### config.mk
export PLATFORM = sky130hd
export DESIGN_NAME = match_pair_buffer
export DESIGN_NICKNAME = d
export VERILOG_FILES = /design/src/rtl/match_pair_buffer_pkg.sv /design/src/rtl/match_pair_buffer_sync_fifo.sv /design/src/rtl/match_pair_buffer.sv
export SDC_FILE = /design/constraint.sdc
export NUM_CORES = 2
export LEC_CHECK = 0
export BUFFER_PORTS_ARGS = -buffer_cell sky130_fd_sc_hd__buf_2
export CAP_MARGIN = 20
export CORE_ASPECT_RATIO = 1.4
export CORE_UTILIZATION = 40
export DETAILED_ROUTE_END_ITERATION = 8
export SYNTH_ARGS = -nofsm -noshare
export SYNTH_HDL_FRONTEND = slang
export SYNTH_SLANG_ARGS = --single-unit
### constraint.sdc
create_clock -name clk -period 5.4 [get_ports clk]
set_input_delay 0.81 -clock clk [delete_from_list [all_inputs] [get_ports clk]]
set_output_delay 0.81 -clock clk [all_outputs]
set_load 0.02 [all_outputs]
### src/rtl/match_pair_buffer_pkg.sv
// Shared definitions for the match pair buffer.
// Holds coordinate widths, seed field offsets, the FIFO entry width and the packed
// FIFO entry type {seed1, dx, dy}.
package match_pair_buffer_pkg;

    localparam int unsigned DW     = 8;       // bits per coordinate component
    localparam int unsigned CNT_DW = 2 * DW;  // packed seed {y, x}

    localparam int unsigned X_LSB = 0;
    localparam int unsigned Y_LSB = DW;

    // seed1 plus two signed (DW+1)-bit displacements
    localparam int unsigned ENTRY_W = CNT_DW + 2 * DW + 2;

    typedef struct packed {
        logic [CNT_DW-1:0] seed1;
        logic [DW:0]       dx;
        logic [DW:0]       dy;
    } entry_t;

endpackage

### src/rtl/match_pair_buffer_sync_fifo.sv
// Synchronous FIFO with a registered show-ahead output.
// The output register always mirrors the head entry, which stays in storage until it
// is consumed, so the total capacity is exactly DEPTH words.
// Ports:
//   clk, rst        clock, asynchronous active-high reset
//   wr_en, wr_data  write request and data
//   wr_ok           a write this cycle would be accepted (not full, or a read frees a slot)
//   rd_valid        head word valid
//   rd_ready        consumer accepts the head word
//   rd_data         head word
module match_pair_buffer_sync_fifo #(
    parameter int unsigned WIDTH = 34,
    parameter int unsigned DEPTH = 64,
    parameter int unsigned AW    = 6
) (
    input  logic             clk,
    input  logic             rst,
    input  logic             wr_en,
    input  logic [WIDTH-1:0] wr_data,
    output logic             wr_ok,
    output logic             rd_valid,
    input  logic             rd_ready,
    output logic [WIDTH-1:0] rd_data
);

    logic [WIDTH-1:0] mem_q [DEPTH];
    logic [AW:0]      wr_ptr_q, wr_ptr_d;
    logic [AW:0]      rd_ptr_q, rd_ptr_d;
    logic             out_valid_q, out_valid_d;
    logic [WIDTH-1:0] out_data_q, out_data_d;
    logic             full;
    logic             do_push;
    logic             do_pop;

    assign full    = (wr_ptr_q[AW] != rd_ptr_q[AW]) &&
                     (wr_ptr_q[AW-1:0] == rd_ptr_q[AW-1:0]);
    assign do_pop  = out_valid_q && rd_ready;
    assign wr_ok   = !full || do_pop;
    assign do_push = wr_en && wr_ok;

    assign wr_ptr_d = wr_ptr_q + (AW + 1)'(do_push);
    assign rd_ptr_d = rd_ptr_q + (AW + 1)'(do_pop);

    always_comb begin
        out_valid_d = (wr_ptr_d != rd_ptr_d);
        out_data_d  = out_data_q;
        if (out_valid_d) begin
            // The next head may be the word being written right now.
            if (rd_ptr_d == wr_ptr_q) begin
                out_data_d = wr_data;
            end else begin
                out_data_d = mem_q[rd_ptr_d[AW-1:0]];
            end
        end
    end

    always_ff @(posedge clk) begin
        if (do_push) begin
            mem_q[wr_ptr_q[AW-1:0]] <= wr_data;
        end
    end

    always_ff @(posedge clk or posedge rst) begin
        if (rst) begin
            wr_ptr_q    <= '0;
            rd_ptr_q    <= '0;
            out_valid_q <= 1'b0;
            out_data_q  <= '0;
        end else begin
            wr_ptr_q    <= wr_ptr_d;
            rd_ptr_q    <= rd_ptr_d;
            out_valid_q <= out_valid_d;
            out_data_q  <= out_data_d;
        end
    end

    assign rd_valid = out_valid_q;
    assign rd_data  = out_data_q;

endmodule

### src/rtl/match_pair_buffer.sv
// Match pair buffer: sits behind the descriptor matcher, drops back-to-back duplicate
// matches, computes per-match displacement, buffers {seed1, dx, dy} in a FIFO drained
// over a valid/ready stream, and reports per-frame statistics on match_done.
// Coordinate widths (DW, CNT_DW) come from match_pair_buffer_pkg.
// Ports:
//   clk, rst               clock, asynchronous active-high reset
//   valid_match            one-cycle match strobe
//   match_addr             {seed2, seed1}, seed1 (image 1) in the low half
//   match_done             one-cycle end-of-frame pulse
//   m_valid/m_ready        output stream handshake
//   m_seed1, m_dx, m_dy    output word: image-1 seed and signed displacement
//   overflow               sticky: a match was dropped on a full FIFO
//   stat_valid             one-cycle statistics strobe
//   stat_cnt, stat_sum_dx, stat_sum_dy  per-frame totals, held until the next strobe
module match_pair_buffer
    import match_pair_buffer_pkg::*;
#(
    parameter int unsigned DEPTH = 64,
    parameter int unsigned AW    = 6,
    parameter int unsigned SUM_W = 16
) (
    input  logic                clk,
    input  logic                rst,
    input  logic                valid_match,
    input  logic [2*CNT_DW-1:0] match_addr,
    input  logic                match_done,
    output logic                m_valid,
    input  logic                m_ready,
    output logic [CNT_DW-1:0]   m_seed1,
    output logic [DW:0]         m_dx,
    output logic [DW:0]         m_dy,
    output logic                overflow,
    output logic                stat_valid,
    output logic [AW:0]         stat_cnt,
    output logic [SUM_W-1:0]    stat_sum_dx,
    output logic [SUM_W-1:0]    stat_sum_dy
);

    logic [CNT_DW-1:0] seed1, seed2;
    logic [DW:0]       dx, dy;
    logic [SUM_W-1:0]  dx_ext, dy_ext;

    logic [2*CNT_DW-1:0] last_q;
    logic                last_valid_q;
    logic                is_dup, want_wr, wr_ok, accepted, drop_full;

    logic [AW:0]      cnt_q, cnt_inc;
    logic [SUM_W-1:0] sum_dx_q, sum_dx_inc;
    logic [SUM_W-1:0] sum_dy_q, sum_dy_inc;

    logic             overflow_q;
    logic             stat_valid_q;
    logic [AW:0]      stat_cnt_q;
    logic [SUM_W-1:0] stat_sum_dx_q, stat_sum_dy_q;

    entry_t wr_entry, rd_entry;

    assign seed1 = match_addr[CNT_DW-1:0];
    assign seed2 = match_addr[2*CNT_DW-1:CNT_DW];

    // Zero-extend both coordinates so the difference is a proper signed DW+1 value.
    assign dx = {1'b0, seed2[X_LSB +: DW]} - {1'b0, seed1[X_LSB +: DW]};
    assign dy = {1'b0, seed2[Y_LSB +: DW]} - {1'b0, seed1[Y_LSB +: DW]};

    assign dx_ext = {{(SUM_W - DW - 1){dx[DW]}}, dx};
    assign dy_ext = {{(SUM_W - DW - 1){dy[DW]}}, dy};

    assign is_dup    = last_valid_q && (match_addr == last_q);
    assign want_wr   = valid_match && !is_dup;
    assign accepted  = want_wr && wr_ok;
    assign drop_full = want_wr && !wr_ok;

    assign wr_entry = '{seed1: seed1, dx: dx, dy: dy};

    match_pair_buffer_sync_fifo #(
        .WIDTH (ENTRY_W),
        .DEPTH (DEPTH),
        .AW    (AW)
    ) u_fifo (
        .clk      (clk),
        .rst      (rst),
        .wr_en    (want_wr),
        .wr_data  (wr_entry),
        .wr_ok    (wr_ok),
        .rd_valid (m_valid),
        .rd_ready (m_ready),
        .rd_data  (rd_entry)
    );

    // Totals including this cycle's accepted match, so a match coinciding with
    // match_done lands in the frame being reported.
    always_comb begin
        cnt_inc    = cnt_q;
        sum_dx_inc = sum_dx_q;
        sum_dy_inc = sum_dy_q;
        if (accepted) begin
            cnt_inc    = cnt_q + 1'b1;
            sum_dx_inc = sum_dx_q + dx_ext;
            sum_dy_inc = sum_dy_q + dy_ext;
        end
    end

    always_ff @(posedge clk or posedge rst) begin
        if (rst) begin
            last_q        <= '0;
            last_valid_q  <= 1'b0;
            cnt_q         <= '0;
            sum_dx_q      <= '0;
            sum_dy_q      <= '0;
            overflow_q    <= 1'b0;
            stat_valid_q  <= 1'b0;
            stat_cnt_q    <= '0;
            stat_sum_dx_q <= '0;
            stat_sum_dy_q <= '0;
        end else begin
            if (accepted) begin
                last_q <= match_addr;
            end
            if (match_done) begin
                last_valid_q  <= 1'b0;
                cnt_q         <= '0;
                sum_dx_q      <= '0;
                sum_dy_q      <= '0;
                stat_cnt_q    <= cnt_inc;
                stat_sum_dx_q <= sum_dx_inc;
                stat_sum_dy_q <= sum_dy_inc;
            end else begin
                if (accepted) begin
                    last_valid_q <= 1'b1;
                end
                cnt_q    <= cnt_inc;
                sum_dx_q <= sum_dx_inc;
                sum_dy_q <= sum_dy_inc;
            end
            stat_valid_q <= match_done;
            // Clears the cycle after a stat strobe unless a new drop happens then.
            overflow_q   <= drop_full || (overflow_q && !stat_valid_q);
        end
    end

    assign m_seed1     = rd_entry.seed1;
    assign m_dx        = rd_entry.dx;
    assign m_dy        = rd_entry.dy;
    assign overflow    = overflow_q;
    assign stat_valid  = stat_valid_q;
    assign stat_cnt    = stat_cnt_q;
    assign stat_sum_dx = stat_sum_dx_q;
    assign stat_sum_dy = stat_sum_dy_q;

endmodule

==> out/qor.txt <==
Final routed wirelength across all metal layers: 248 mm
Die footprint: 232,000 µm²
Syn Inst Count: 4,419
Sw Ratio: 34.2%
Count of cell instances traversed by the critical path: 14
Total gr overflow: 0
Average footprint of a synthesized cell: 20.9 µm²
Arrival time of the worst setup path: 5.30 ns
Final hold violation count: 0
DP Wirelength: 146 mm
Gates resized, CTS repair: 0
Cell type with the highest aggregate area in the netlist: sky130_fd_sc_hd__edfxtp_1
Worst flop-to-flop path startpoint: u_fifo.wr_ptr_q[5]
GRT Total Usage: 21.2%
Crit Path Class: register to register
Placement-stage worst setup slack: 0.235 ns
Status: completed
Commonest cells in the netlist: 2,176 x sky130_fd_sc_hd__edfxtp_1, 608 x sky130_fd_sc_hd__mux4_2, 200 x sky130_fd_sc_hd__nor2_1
Routed len/inst: 31.0 µm
Overall power consumption: 60.6 mW
Port Buffer Count: 112
Antenna violation net count after detailed routing: 0
Growth of design area from synthesis to finish: 14.7%
DR vias: 45,851
Required time at the worst-slack endpoint: 6.13 ns
CP Launch Point: u_fifo.wr_ptr_q[5]
Cell count of the worst reg-to-reg path: 14
CTS tree: yes
I/O pins: 113
Part of the power in the clock network: 25.6%
Part of the Yosys area used for sequential elements: 75.3%
Effective utilization at floorplan: 40.2%
Total negative setup slack: 0 ns
Layout Nets: 4,869
Final Core Density: 46.1%
Design internal power: 39.9 mW
Headroom to the max-slew limit: 30.5%
Hold bufs inserted after CTS: 0
Final critical-path setup slack: 0.833 ns
Filler cell count in the final layout: 18,954
Capture point of the worst reg-to-reg path: u_fifo.rd_data[24]
Fraction of layout cells with a size suffix above 1: 28.4%
Post-synthesis instance area: 92,200 µm²
Worst reg-to-reg setup slack: 0.83 ns
Vias in the first global route: 47,295
Most used standard cell by instance count after synthesis: sky130_fd_sc_hd__edfxtp_1
Clock network latency to the later pin of the worst-skew pair: 0.90 ns
Antenna violations before repair: 23
Nets in the synthesized netlist: 4,517
# placed instances: 7,591
Clock edge transition at the registers on the reported setup and hold paths: 0.07 ns
Number of enable-type register cells in the synthesized netlist: 2,176
Global-route wire length before repair: 352 mm
Measured slew at the worst slew-check pin: 1.04 ns
Timing endpoint of the critical path: u_fifo.rd_data[24]
Core area: 229,000 µm²
CTS sink cnt: 2,338
Delay contributed by the slowest stage of the critical path: 0.87 ns
Via density: 5.73
Number of detailed-routing iterations run before antenna repair: 6
Chip height: 570 µm
Worst-path cell chain: xor2_1, nor4_1, nand2_1, nand2b_4, inv_2, ha_1, ha_1, xor2_1, xnor2_1, nor4_1, nand4_4, buf_4, nor2_1, a31oi_1
Number of max-slew violations in the final report: 0
Iteration-0 DRC count of the detailed router: 4,594
Rows: 208
Buffers and inverters on the worst path: 2
Max rail drop VDD: 542 µV
Max-Cap Viols: 0
Yosys warning total: 0
Setup repair after global routing missed its margin: no
Filler-free cell count of the finished design: 7,998
Power share of the sequential group: 36.0%
Primary flip-flop cell chosen by synthesis mapping: sky130_fd_sc_hd__edfxtp_1
Relative contribution of combinational cells to total power: 38.4%
Synth cell types: 66
Maximum level of the CTS H-tree: 4
Shortest period the worst path allows: 4.57 ns
Root cell of the clock tree: sky130_fd_sc_hd__clkbuf_16
CTS max path bufs: 4
Final number of setup-violating endpoints: 0
Cell types occupying the most area after synthesis: sky130_fd_sc_hd__edfxtp_1 71%, sky130_fd_sc_hd__mux4_2 15%, sky130_fd_sc_hd__dfrtp_1 4.4%, sky130_fd_sc_hd__mux2i_1 1.4%, sky130_fd_sc_hd__nor2_1 0.81%
Psw: 20.7 mW
Critical-path top delay cell: sky130_fd_sc_hd__dfrtp_1
Cell area after layout: 106,000 µm²
Number of CTS-inserted buffers: 223
Area after DPL: 98,600 µm²
Category of the worst setup path launch point: register
Area share of the leading cell type in the synthesized netlist: 70.9%
Type of element capturing the critical path: register
Die width: 408 µm
Post-Route Skew: 0.0803 ns
Min-delay worst type: input port to async pin
Pin count of the biggest net entering global routing: 124
#FFs+latches synth: 2,338
Final hold slack: 0.124 ns
Fmax: 0.219 GHz
Post-CTS setup repair buffer count: 0
Tcrit/Tclk final: 84.6%
Number of remaining DRC errors: 0
Maximum net fanout on the critical path: 36
Synth async-reset ratio: 6.93%
Gpl congestion: 0.817
Power density cells: 573 nW/µm²
Static Leak: 34.3 nW
Dominant delay contributor by cell family on the critical path: simple AND/OR/NAND/NOR gates
## worst min-delay path by stage
stage / startpoint / depth (start not counted) / end
global placement: stat_sum_dx[12] / 2 / stat_sum_dx[12]
CTS: rst / 2 / sum_dy_q[7]
floorplan: last_valid_q / 1 / last_valid_q
detailed placement: last_q[2] / 2 / last_q[2]
global route: match_done / 1 / stat_valid
finish: rst / 2 / sum_dy_q[7]
## kinds of logic after synthesis
| kind of cell | after synthesis | share of synthesized area, % |
|---|---|---|
| XOR/XNOR | 93 | 0.908 |
| flip-flops | 2338 | 75.3 |
| AND/OR/NAND/NOR | 552 | 2.60 |
| buffers and inverters | 289 | 1.49 |
| AO/OA/AOI/OAI | 331 | 2.39 |
| adder cells (fa/ha/maj) | 61 | 0.861 |
| multiplexers | 755 | 16.5 |
## power by group through the flow
stage / sequential, mW / combinational (mW) / clock, mW
3_3_place_gp: 22.1 / 23.3 / 0
6_report: 21.8 / 23.2 / 15.5
2_1_floorplan: 22.2 / 14.5 / 0
3_5_place_dp: 22.2 / 23.5 / 0
4_1_cts: 21.8 / 23.5 / 15.7
5_1_grt: 21.9 / 24.4 / 16.4
## state kept, by name, summed over array words and instances, names as in the netlist
name             flops
u_fifo.rd_data      34
stat_valid           1
stat_sum_dx         16
u_fifo.mem_q      2176
last_q              32
last_valid_q         1
stat_sum_dy         16
u_fifo.rd_ptr_q      7
overflow             1
sum_dy_q            16
u_fifo.wr_ptr_q      7
sum_dx_q            16
cnt_q                7
u_fifo.rd_valid      1
stat_cnt             7
## metal layers
metal	global-route usage (%)	part of all wire (%)	vias to the layer above
met1	27.0	38	24758
met5	0	0.057	-
met2	36.7	51	1727
met3	3.04	6.3	389
li1	-	-	18955
met4	8.18	4.0	22
## cells in the final DEF (no fill, tap or decap), types with 7 or more instances in the layout
cell type	synthesis	routed
sky130_fd_sc_hd__edfxtp_1	2176	2176
sky130_fd_sc_hd__mux4_2	608	608
sky130_fd_sc_hd__clkbuf_16	0	225
sky130_fd_sc_hd__buf_4	18	209
sky130_fd_sc_hd__nand2_1	193	193
sky130_fd_sc_hd__dfrtp_1	162	162
sky130_fd_sc_hd__nor2_1	200	144
sky130_fd_sc_hd__mux2i_1	129	129
sky130_fd_sc_hd__buf_2	99	111
sky130_fd_sc_hd__a21oi_1	78	78
sky130_fd_sc_hd__nand3_1	71	70
sky130_fd_sc_hd__nor2_4	0	56
sky130_fd_sc_hd__a221oi_1	56	56
sky130_fd_sc_hd__ha_1	57	55
sky130_fd_sc_hd__xor2_1	60	53
sky130_fd_sc_hd__o21ai_0	52	52
sky130_fd_sc_hd__clkbuf_1	101	51
sky130_fd_sc_hd__a31oi_1	46	46
sky130_fd_sc_hd__buf_12	3	46
sky130_fd_sc_hd__clkinv_1	0	45
sky130_fd_sc_hd__inv_1	47	42
sky130_fd_sc_hd__clkinv_2	0	36
sky130_fd_sc_hd__o211ai_1	29	29
sky130_fd_sc_hd__xnor2_1	30	24
sky130_fd_sc_hd__bufinv_16	0	23
sky130_fd_sc_hd__nor3_1	21	21
sky130_fd_sc_hd__mux2_2	18	18
sky130_fd_sc_hd__a21o_1	14	14
sky130_fd_sc_hd__nor4_1	20	12
sky130_fd_sc_hd__a211oi_1	9	9
sky130_fd_sc_hd__nor2b_1	8	8
sky130_fd_sc_hd__nor4_2	0	8
sky130_fd_sc_hd__xor2_4	0	7
## layout make-up
| type | count | area, µm² | area share (%) |
|---|---|---|---|
| diodes | 5 | 12.5 | 0.0118 |
| flip-flops and latches | 2338 | 69400 | 65.6 |
| repair buffers | 366 | 3050 | 2.88 |
| inverters | 50 | 213 | 0.201 |
| clock inverters | 123 | 1230 | 1.16 |
| well taps | 3045 | 3810 | 3.60 |
| clock buffers | 279 | 5860 | 5.55 |
| multi-input cells | 1792 | 22200 | 21.0 |
Power figures use the tool's default switching activity.
